===== config.mk =====
export PLATFORM = sky130hd
export DESIGN_NAME = pipeline_trace_buffer
export DESIGN_NICKNAME = d
export VERILOG_FILES = /design/src/rtl/pipeline_trace_buffer.sv
export SDC_FILE = /design/constraint.sdc
export NUM_CORES = 1
export LEC_CHECK = 0
export ABC_AREA = 0
export BUFFER_PORTS_ARGS = -buffer_cell sky130_fd_sc_hd__buf_2
export CORE_MARGIN = 5
export CORE_UTILIZATION = 29
export CTS_CLUSTER_SIZE = 14
export DETAILED_ROUTE_END_ITERATION = 10
export GPL_ROUTABILITY_DRIVEN = 0
export SYNTH_ARGS = -nofsm -noshare
export SYNTH_HDL_FRONTEND = slang
export SYNTH_SLANG_ARGS = --single-unit

===== constraint.sdc =====
create_clock -name clk -period 6.4 [get_ports clk]
set_input_delay 1.28 -clock clk [delete_from_list [all_inputs] [get_ports clk]]
set_output_delay 1.28 -clock clk [all_outputs]
set_load 0.1 [all_outputs]

===== src/rtl/pipeline_trace_buffer.sv =====
// Retire-trace capture: records WB retirements in a circular buffer, stops after a PC trigger plus a post window.
// Optional macro TRACE_PC_MASK_EN adds a trig_mask input for masked PC matching.
module pipeline_trace_buffer #(
    parameter int NSTAGE    = 5,
    parameter int PC_W      = 32,
    parameter int DATA_W    = 32,
    parameter int DEPTH     = 16,
    parameter int POST_TRIG = 8
) (
    input  logic                       clk,
    input  logic                       resetn,
    input  logic                       arm,
    input  logic [PC_W-1:0]            trig_pc,
`ifdef TRACE_PC_MASK_EN
    input  logic [PC_W-1:0]            trig_mask,
`endif
    input  logic [NSTAGE-1:0]          stage_valid,
    input  logic [PC_W-1:0]            wb_pc,
    input  logic [DATA_W-1:0]          wb_data,
    input  logic [$clog2(DEPTH)-1:0]   rd_idx,
    output logic [PC_W-1:0]            rd_pc,
    output logic [DATA_W-1:0]          rd_data,
    output logic [1:0]                 state,
    output logic [$clog2(DEPTH):0]     entry_cnt,
    output logic [31:0]                bubble_cnt,
    output logic                       done
);
    localparam int AW = $clog2(DEPTH);

    localparam logic [1:0] S_IDLE  = 2'd0;
    localparam logic [1:0] S_ARMED = 2'd1;
    localparam logic [1:0] S_TRIG  = 2'd2;
    localparam logic [1:0] S_DONE  = 2'd3;

    logic [PC_W+DATA_W-1:0] r_mem [DEPTH];
    logic [1:0]             r_state;
    logic [AW-1:0]          r_wptr;
    logic [AW:0]            r_entry_cnt;
    logic [AW-1:0]          r_post;
    logic [31:0]            r_bubble_cnt;
    logic [PC_W-1:0]        r_rd_pc;
    logic [DATA_W-1:0]      r_rd_data;

    logic                   w_retire;
    logic                   w_capturing;
    logic                   w_match;
    logic                   w_wr_en;
    logic [AW-1:0]          w_rd_addr;

    assign w_retire    = stage_valid[NSTAGE-1];
    assign w_capturing = (r_state == S_ARMED) || (r_state == S_TRIG);
`ifdef TRACE_PC_MASK_EN
    assign w_match     = ((wb_pc & trig_mask) == (trig_pc & trig_mask));
`else
    assign w_match     = (wb_pc == trig_pc);
`endif
    assign w_wr_en     = resetn && !arm && w_capturing && w_retire;
    // Oldest entry sits entry_cnt slots behind the write pointer; modulo wrap comes from the AW-bit width.
    assign w_rd_addr   = r_wptr - r_entry_cnt[AW-1:0] + rd_idx;

    always_ff @(posedge clk) begin
        if (w_wr_en) begin
            r_mem[r_wptr] <= {wb_pc, wb_data};
        end
    end

    always_ff @(posedge clk) begin
        if (!resetn) begin
            r_state      <= S_IDLE;
            r_wptr       <= '0;
            r_entry_cnt  <= '0;
            r_post       <= '0;
            r_bubble_cnt <= '0;
        end else if (arm) begin
            r_state      <= S_ARMED;
            r_wptr       <= '0;
            r_entry_cnt  <= '0;
            r_post       <= '0;
            r_bubble_cnt <= '0;
        end else begin
            if (w_capturing && w_retire) begin
                r_wptr <= r_wptr + 1'b1;
                if (r_entry_cnt != (AW+1)'(DEPTH)) begin
                    r_entry_cnt <= r_entry_cnt + 1'b1;
                end
            end
            if (w_capturing && !(&stage_valid) && (r_bubble_cnt != '1)) begin
                r_bubble_cnt <= r_bubble_cnt + 1'b1;
            end
            if ((r_state == S_ARMED) && w_retire && w_match) begin
                r_post  <= AW'(POST_TRIG);
                r_state <= (POST_TRIG == 0) ? S_DONE : S_TRIG;
            end else if ((r_state == S_TRIG) && w_retire) begin
                r_post <= r_post - 1'b1;
                if (r_post == AW'(1)) begin
                    r_state <= S_DONE;
                end
            end
        end
    end

    // Registered readback samples RAM before any same-cycle write lands.
    always_ff @(posedge clk) begin
        if (!resetn) begin
            r_rd_pc   <= '0;
            r_rd_data <= '0;
        end else if ({1'b0, rd_idx} >= r_entry_cnt) begin
            r_rd_pc   <= '0;
            r_rd_data <= '0;
        end else begin
            {r_rd_pc, r_rd_data} <= r_mem[w_rd_addr];
        end
    end

    assign rd_pc      = r_rd_pc;
    assign rd_data    = r_rd_data;
    assign state      = r_state;
    assign entry_cnt  = r_entry_cnt;
    assign bubble_cnt = r_bubble_cnt;
    assign done       = (r_state == S_DONE);

endmodule


==> results of run 1 <==
-- synth_stat cells (2+ instances only) --
cell type  count
ha_1          20
fa_1           3
and2_1         3
a21o_1         5
o31ai_1       13
edfxtp_1    1024
o211ai_1       4
clkbuf_1      34
buf_4         16
nor3_1        10
dfxtp_1      111
buf_1         21
nand4_1       15
and3_1         4
nand4_2        2
o21ai_0       16
nand2_1       18
and4_1         7
a21oi_1       31
mux2_1        11
nand3_1       18
mux2_2        53
or4_1         13
nand2b_1       2
xor2_1        34
nor2_1        31
inv_1         27
mux2i_1      129
buf_2         37
mux4_2       256
or3_1         16
xnor2_1       12
a211oi_1      66
nor4_1         9
-- logic make-up (layout without fill, tap and decap cells) --
kind of cell / Yosys count / in the layout / synth area share
flip-flops: 1135 / 1135 / 0.7500
other: 0 / 12 / 0
AND/OR/NAND/NOR: 154 / 154 / 0.01964
buffers and inverters: 136 / 515 / 0.01420
multiplexers: 449 / 449 / 0.1769
XOR/XNOR: 47 / 47 / 0.009535
AO/OA/AOI/OAI: 144 / 144 / 0.02266
adder cells (fa/ha/maj): 23 / 23 / 0.007058
-- routing by layer --
metal	part of all wire	up-vias
li1	-	9284
met1	0.43	11290
met2	0.47	671
met3	0.078	134
met4	0.017	10
met5	0.00062	-
-- final timing paths --
kind	startpoint	to	slack, ps	cells after the start
worst max-delay path	rd_idx[1]	rd_pc[25]$_SDFF_PP0_	2060	11
worst min-delay path	bubble_cnt[23]$_SDFFE_PP0P_	bubble_cnt[23]$_SDFFE_PP0P_	510	2
worst max register to register	r_wptr[2]$_SDFFE_PP0P_	rd_data[20]$_SDFF_PP0_	2090	9
worst min register to register	bubble_cnt[23]$_SDFFE_PP0P_	bubble_cnt[23]$_SDFFE_PP0P_	510	2
-- critical path, cell delays in order --
cell and delay [ps]:
buf_2 130, inv_1 70, fa_1 540, inv_1 70, fa_4 1150, buf_12 410
buf_4 380, mux4_2 270, mux2i_1 70, mux2_2 280, a211oi_1 220
-- where the power goes --
part | internal (mW) | switching [mW]
registers | 8.11 | 0.0268
clock network | 3.79 | 2.82
logic | 0.668 | 0.980
-- stage by stage --
| step | total power, mW | cells | instance area (sq um) | util | worst slack (ps) |
|---|---|---|---|---|---|
| final | 16.38 | 4495 | 51710 | 0.3440 | 2060 |
| after floorplan | 9.489 | 2088 | 43980 | - | 1021 |
| after detailed placement | 9.975 | 4268 | 47950 | 0.3190 | 1264 |
| after global routing | 16.96 | 4485 | 51690 | 0.3439 | 1858 |
| after global placement | 9.966 | 4268 | 47950 | 0.3190 | 1241 |
| after CTS | 16.59 | 4483 | 51680 | 0.3438 | 2050 |
-- area by class of cell --
| class | count | area (sq um) | share of cell area |
|---|---|---|---|
| Timing Repair Buffer | 273 | 1797 | 0.03475 |
| Clock inverter | 56 | 565.5 | 0.01094 |
| Antenna cell | 12 | 30.03 | 0.0005807 |
| Inverter | 27 | 106.4 | 0.002057 |
| Multi-Input combinational cell | 817 | 10550 | 0.2041 |
| Tap cell | 2016 | 2522 | 0.04878 |
| Sequential cell | 1135 | 32970 | 0.6376 |
| Clock buffer | 159 | 3164 | 0.06119 |
-- flip-flops by register name (all words and copies together) (netlist names) --
name,flops
r_mem,1024
bubble_cnt,32
rd_data,32
rd_pc,32
entry_cnt,5
r_post,4
r_wptr,4
state,2
==> flow_metrics.py, run 1 <==
metrics = {
    "global_route": {
        "use_met2": 0.2200,
        "grt_first_pass_wirelength_mm": 159.0,
        "grt_use_total": 0.1382,
        "grt.overflow.total": 0,
        "grt-busiest-layer": "met2",
        "met3_usage": 0.03956,
        "grtUsageMet1": 0.1887,
        "grt_start_max_net_pins": 68,
        "grt_pass1_vias": 22210,
        "antenna_found_initial": 24,
    },
    "logic_synthesis": {
        "synth_nets": 2219,
        "ys.flop_type": "edfxtp_1",
        "async_flop_share": 0,
        "avgSynthCellArea_sq_um": 21.05,
        "ys_ff_latch": 1135,
        "syn_inst": 2088,
        "synth_seq_area_share": 0.7500,
        "ys_top_cells_by_area": "edfxtp_1 70%, mux4_2 13%, dfxtp_1 5.1%",
        "yosysTopAreaCell": "edfxtp_1",
        "synth-edff-count": 1024,
        "synth_area_sq_mm": 0.04396,
        "netlist.area_leader.share": 0.6995,
        "ys_warn_count": 0,
        "post_synth_num_cell_types": 51,
    },
    "die": {
        "core_area_sq_mm": 0.1503,
        "die-area_sq_mm": 0.1595,
        "io-pin-count": 212,
        "fp.dieW_um": 399.4,
        "row_count": 142,
        "start_util": 0.2925,
        "die_h_um": 399.4,
    },
    "timing": {
        "tns_ps": 0,
        "fmax_ghz": 0.2304,
        "rsz0062_at_grt": "false",
        "finClkSkew_ps": 23.27,
        "drv_slew": 0,
        "min_period_ps": 4340,
        "finalHoldViolations": 0,
        "slew_headroom": 0.2441,
        "fin_crit_sh": 0.6781,
        "setup_violations": 0,
        "whs_ps": 513.6,
        "worst_pin_slew_ps": 1134,
    },
    "route": {
        "drt_pass1_iterations": 5,
        "wirelength_mm": 111.5,
        "drt_iter0_markers": 1793,
        "vias_per_cell": 4.759,
        "vias": 21390,
        "drc": 0,
        "post_drt_wl_per_cell_um": 24.80,
        "drtAntennaViolNets": 0,
    },
    "cts": {
        "cts_sinks": 1135,
        "ctsHtreeMaxLevel": 3,
        "clk_latency_ps": 720,
        "cts_made_buffers": 114,
        "cts_setup_buffers": 0,
        "post_cts_resized": 0,
        "cts-root-buf": "clkbuf_16",
        "cts_tree": "yes",
        "clk_path_buf_depth": 3,
        "hold_buffers": 0,
        "clk_transition_reported_paths_ps": 60,
    },
    "placement": {
        "post-dp-hpwl_mm": 61.43,
        "portBuffers": 211,
    },
    "setup_path": {
        "path_class": "in -> reg",
        "cp-end-kind": "register",
        "cp.arrival_ps": 4950,
        "cp_data_required_time_ps": 7010,
        "worstSetupStartpointType": "primary input",
        "path_max_fanout": 67,
    },
    "finish": {
        "syn_to_final_growth_pct": 17.63,
        "fin_nets": 2499,
        "drive_gt1_frac": 0.3133,
        "final_cell_mix": "1024 x edfxtp_1, 256 x mux4_2, 211 x buf_2",
        "final_common_cell": "edfxtp_1",
        "nFillCells": 14060,
    },
    "power_and_ir_drop": {
        "vdd_drop_max_mv": 0.2288,
        "powerDensity_mw_per_mm2": 316.8,
        "p_leak_nw": 16.69,
    },
    "flow_run": {
        "cap_violations": 0,
    },
    "hold_path": {
        "min_path_type": "reg -> reg",
    },
    "run_status": {
        "status": "finished clean",
    },
}
Power figures use the tool's default switching activity.
==> run 2: changes to the inputs <==
- clock period: 6.4 -> 3.6 ns (I/O delays scaled with it)
==> run 2 against run 1 <==
Final area is 2.4% higher. Sequential power is 78% higher. Final cell count is 1.2% higher. Non-clock buffer count is 60 higher. Routed wire length is 1.3% higher. Hold slack worse by 230 ps. Worst setup slack worse by 1900 ps. Die area stayed put. Combinational power is 94% higher. Clock skew is 12 ps higher. Largest cell class unchanged. Power is 84% higher.
==> flow_metrics.py, run 2 (synthesized netlist as in run 1, its figures left out) <==
metrics = {
    "timing": {
        "finClkSkew_ps": 35.12,
        "rsz0062_at_grt": "false",
        "min_period_ps": 3417,
        "worst_pin_slew_ps": 1193,
        "drv_slew": 0,
        "worst_slack_ps": 183.3,
        "slew_headroom": 0.1974,
        "setup_violations": 0,
        "fmax_ghz": 0.2927,
        "finalHoldViolations": 0,
        "fin_crit_sh": 0.9491,
    },
    "die": {
        "row_count": 142,
        "core_area_sq_mm": 0.1503,
        "start_util": 0.2925,
        "io-pin-count": 212,
        "die-area_sq_mm": 0.1595,
        "fp.dieW_um": 399.4,
        "die_h_um": 399.4,
    },
    "global_route": {
        "met3_usage": 0.03582,
        "grt.overflow.total": 0,
        "grt-busiest-layer": "met2",
        "grt_start_max_net_pins": 65,
        "grt_use_total": 0.1403,
        "grt_pass1_vias": 22600,
        "grtUsageMet1": 0.1934,
        "grt_first_pass_wirelength_mm": 161.8,
        "use_met2": 0.2250,
        "antenna_found_initial": 26,
    },
    "power_and_ir_drop": {
        "p_leak_nw": 17.28,
        "vdd_drop_max_mv": 0.4114,
        "powerDensity_mw_per_mm2": 570.1,
    },
    "hold_path": {
        "min_path_type": "in -> reg",
    },
    "placement": {
        "portBuffers": 211,
        "pre_cts_ws_ps": -281.8,
        "place_area_sq_mm": 0.04891,
        "post-dp-hpwl_mm": 65.11,
    },
    "route": {
        "drt_iter0_markers": 1772,
        "vias_per_cell": 4.803,
        "drc": 0,
        "drt_pass1_iterations": 5,
        "post_drt_wl_per_cell_um": 24.83,
        "drtAntennaViolNets": 0,
        "wirelength_mm": 113.0,
        "vias": 21850,
    },
    "setup_path": {
        "worstSetupStartpointType": "register",
        "rrSetupSlack_ps": 180,
        "path_max_fanout": 16,
        "path_class": "reg -> reg",
        "cp-end-kind": "register",
        "cp.arrival_ps": 4070,
        "cp_data_required_time_ps": 4260,
    },
    "finish": {
        "final_design_area_no_fill_sq_mm": 0.05293,
        "final_cell_mix": "1024 x edfxtp_1, 256 x mux4_2, 211 x buf_2",
        "fin_nets": 2559,
        "drive_gt1_frac": 0.3399,
        "syn_to_final_growth_pct": 20.40,
        "final_common_cell": "edfxtp_1",
        "top_register": "r_mem",
        "nFillCells": 14010,
        "largest_reg_flops": 1024,
    },
    "cts": {
        "cts_sinks": 1135,
        "cts_setup_buffers": 0,
        "cts_made_buffers": 114,
        "clk_transition_reported_paths_ps": 60,
        "post_cts_resized": 0,
        "ctsHtreeMaxLevel": 3,
        "clk_latency_ps": 740,
        "clk_path_buf_depth": 3,
        "cts_tree": "yes",
        "hold_buffers": 0,
        "cts-root-buf": "clkbuf_16",
    },
    "run_status": {
        "status": "finished clean",
    },
    "flow_run": {
        "cap_violations": 0,
    },
}
==> run 2: report_power, final <==
part	switching, mW	internal (mW)	total, mW
combinational	1.80	1.39	3.20
sequential	0.0524	14.4	14.5
clock	5.10	7.41	12.5
total	6.96	23.2	30.2
==> run 2: per-stage QoR <==
stage                     power [mW]    util  cells  TNS (ps)  hold slack (ps)
after global routing           31.24  0.3521   4546         0            262.5
after floorplan                16.87       -   2088    -68980            512.0
final                          30.18  0.3522   4549         0            284.3
after CTS                      30.52  0.3521   4546         0            227.3
after detailed placement       18.01  0.3254   4328     -6692            491.9
after global placement         18.00  0.3254   4328     -8236            481.2
==> run 2: final cells by class <==
cell class,count,area (sq um),area share
timing repair buffer,333,2735,0.05167
antenna,3,7.507,0.0001418
multi-input combinational,817,10570,0.1996
tap,2016,2522,0.04765
clock buffer,156,3202,0.06049
clock inverter,62,813.3,0.01536
inverter,27,106.4,0.002009
sequential,1135,32980,0.6230
==> run 2: path summary, 6_finish.rpt <==
path / from / cells past startpoint / to
setup / recovery: r_wptr[0]$_SDFFE_PP0P_ / 11 / rd_pc[29]$_SDFF_PP0_
hold / removal: arm / 3 / state[0]$_SDFFE_PN0P_
setup reg to reg: r_wptr[0]$_SDFFE_PP0P_ / 11 / rd_pc[29]$_SDFF_PP0_
hold reg to reg: bubble_cnt[23]$_SDFFE_PP0P_ / 2 / bubble_cnt[23]$_SDFFE_PP0P_
==> run 2: critical path: stages (launching register included) <==
cell and delay, ps:
dfxtp_1 420, inv_1 120, ha_1 280, inv_1 50
ha_4 160, fa_4 960, buf_12 200, mux4_2 210
mux2i_1 70, mux2_1 300, a211oi_1 360, buf_4 190
==> run 2: per-layer routing <==
layer	wire length (um)	vias up
met4	2049	16
met2	53430	569
met3	7393	168
met5	109	-
met1	49990	11700
li1	-	9396
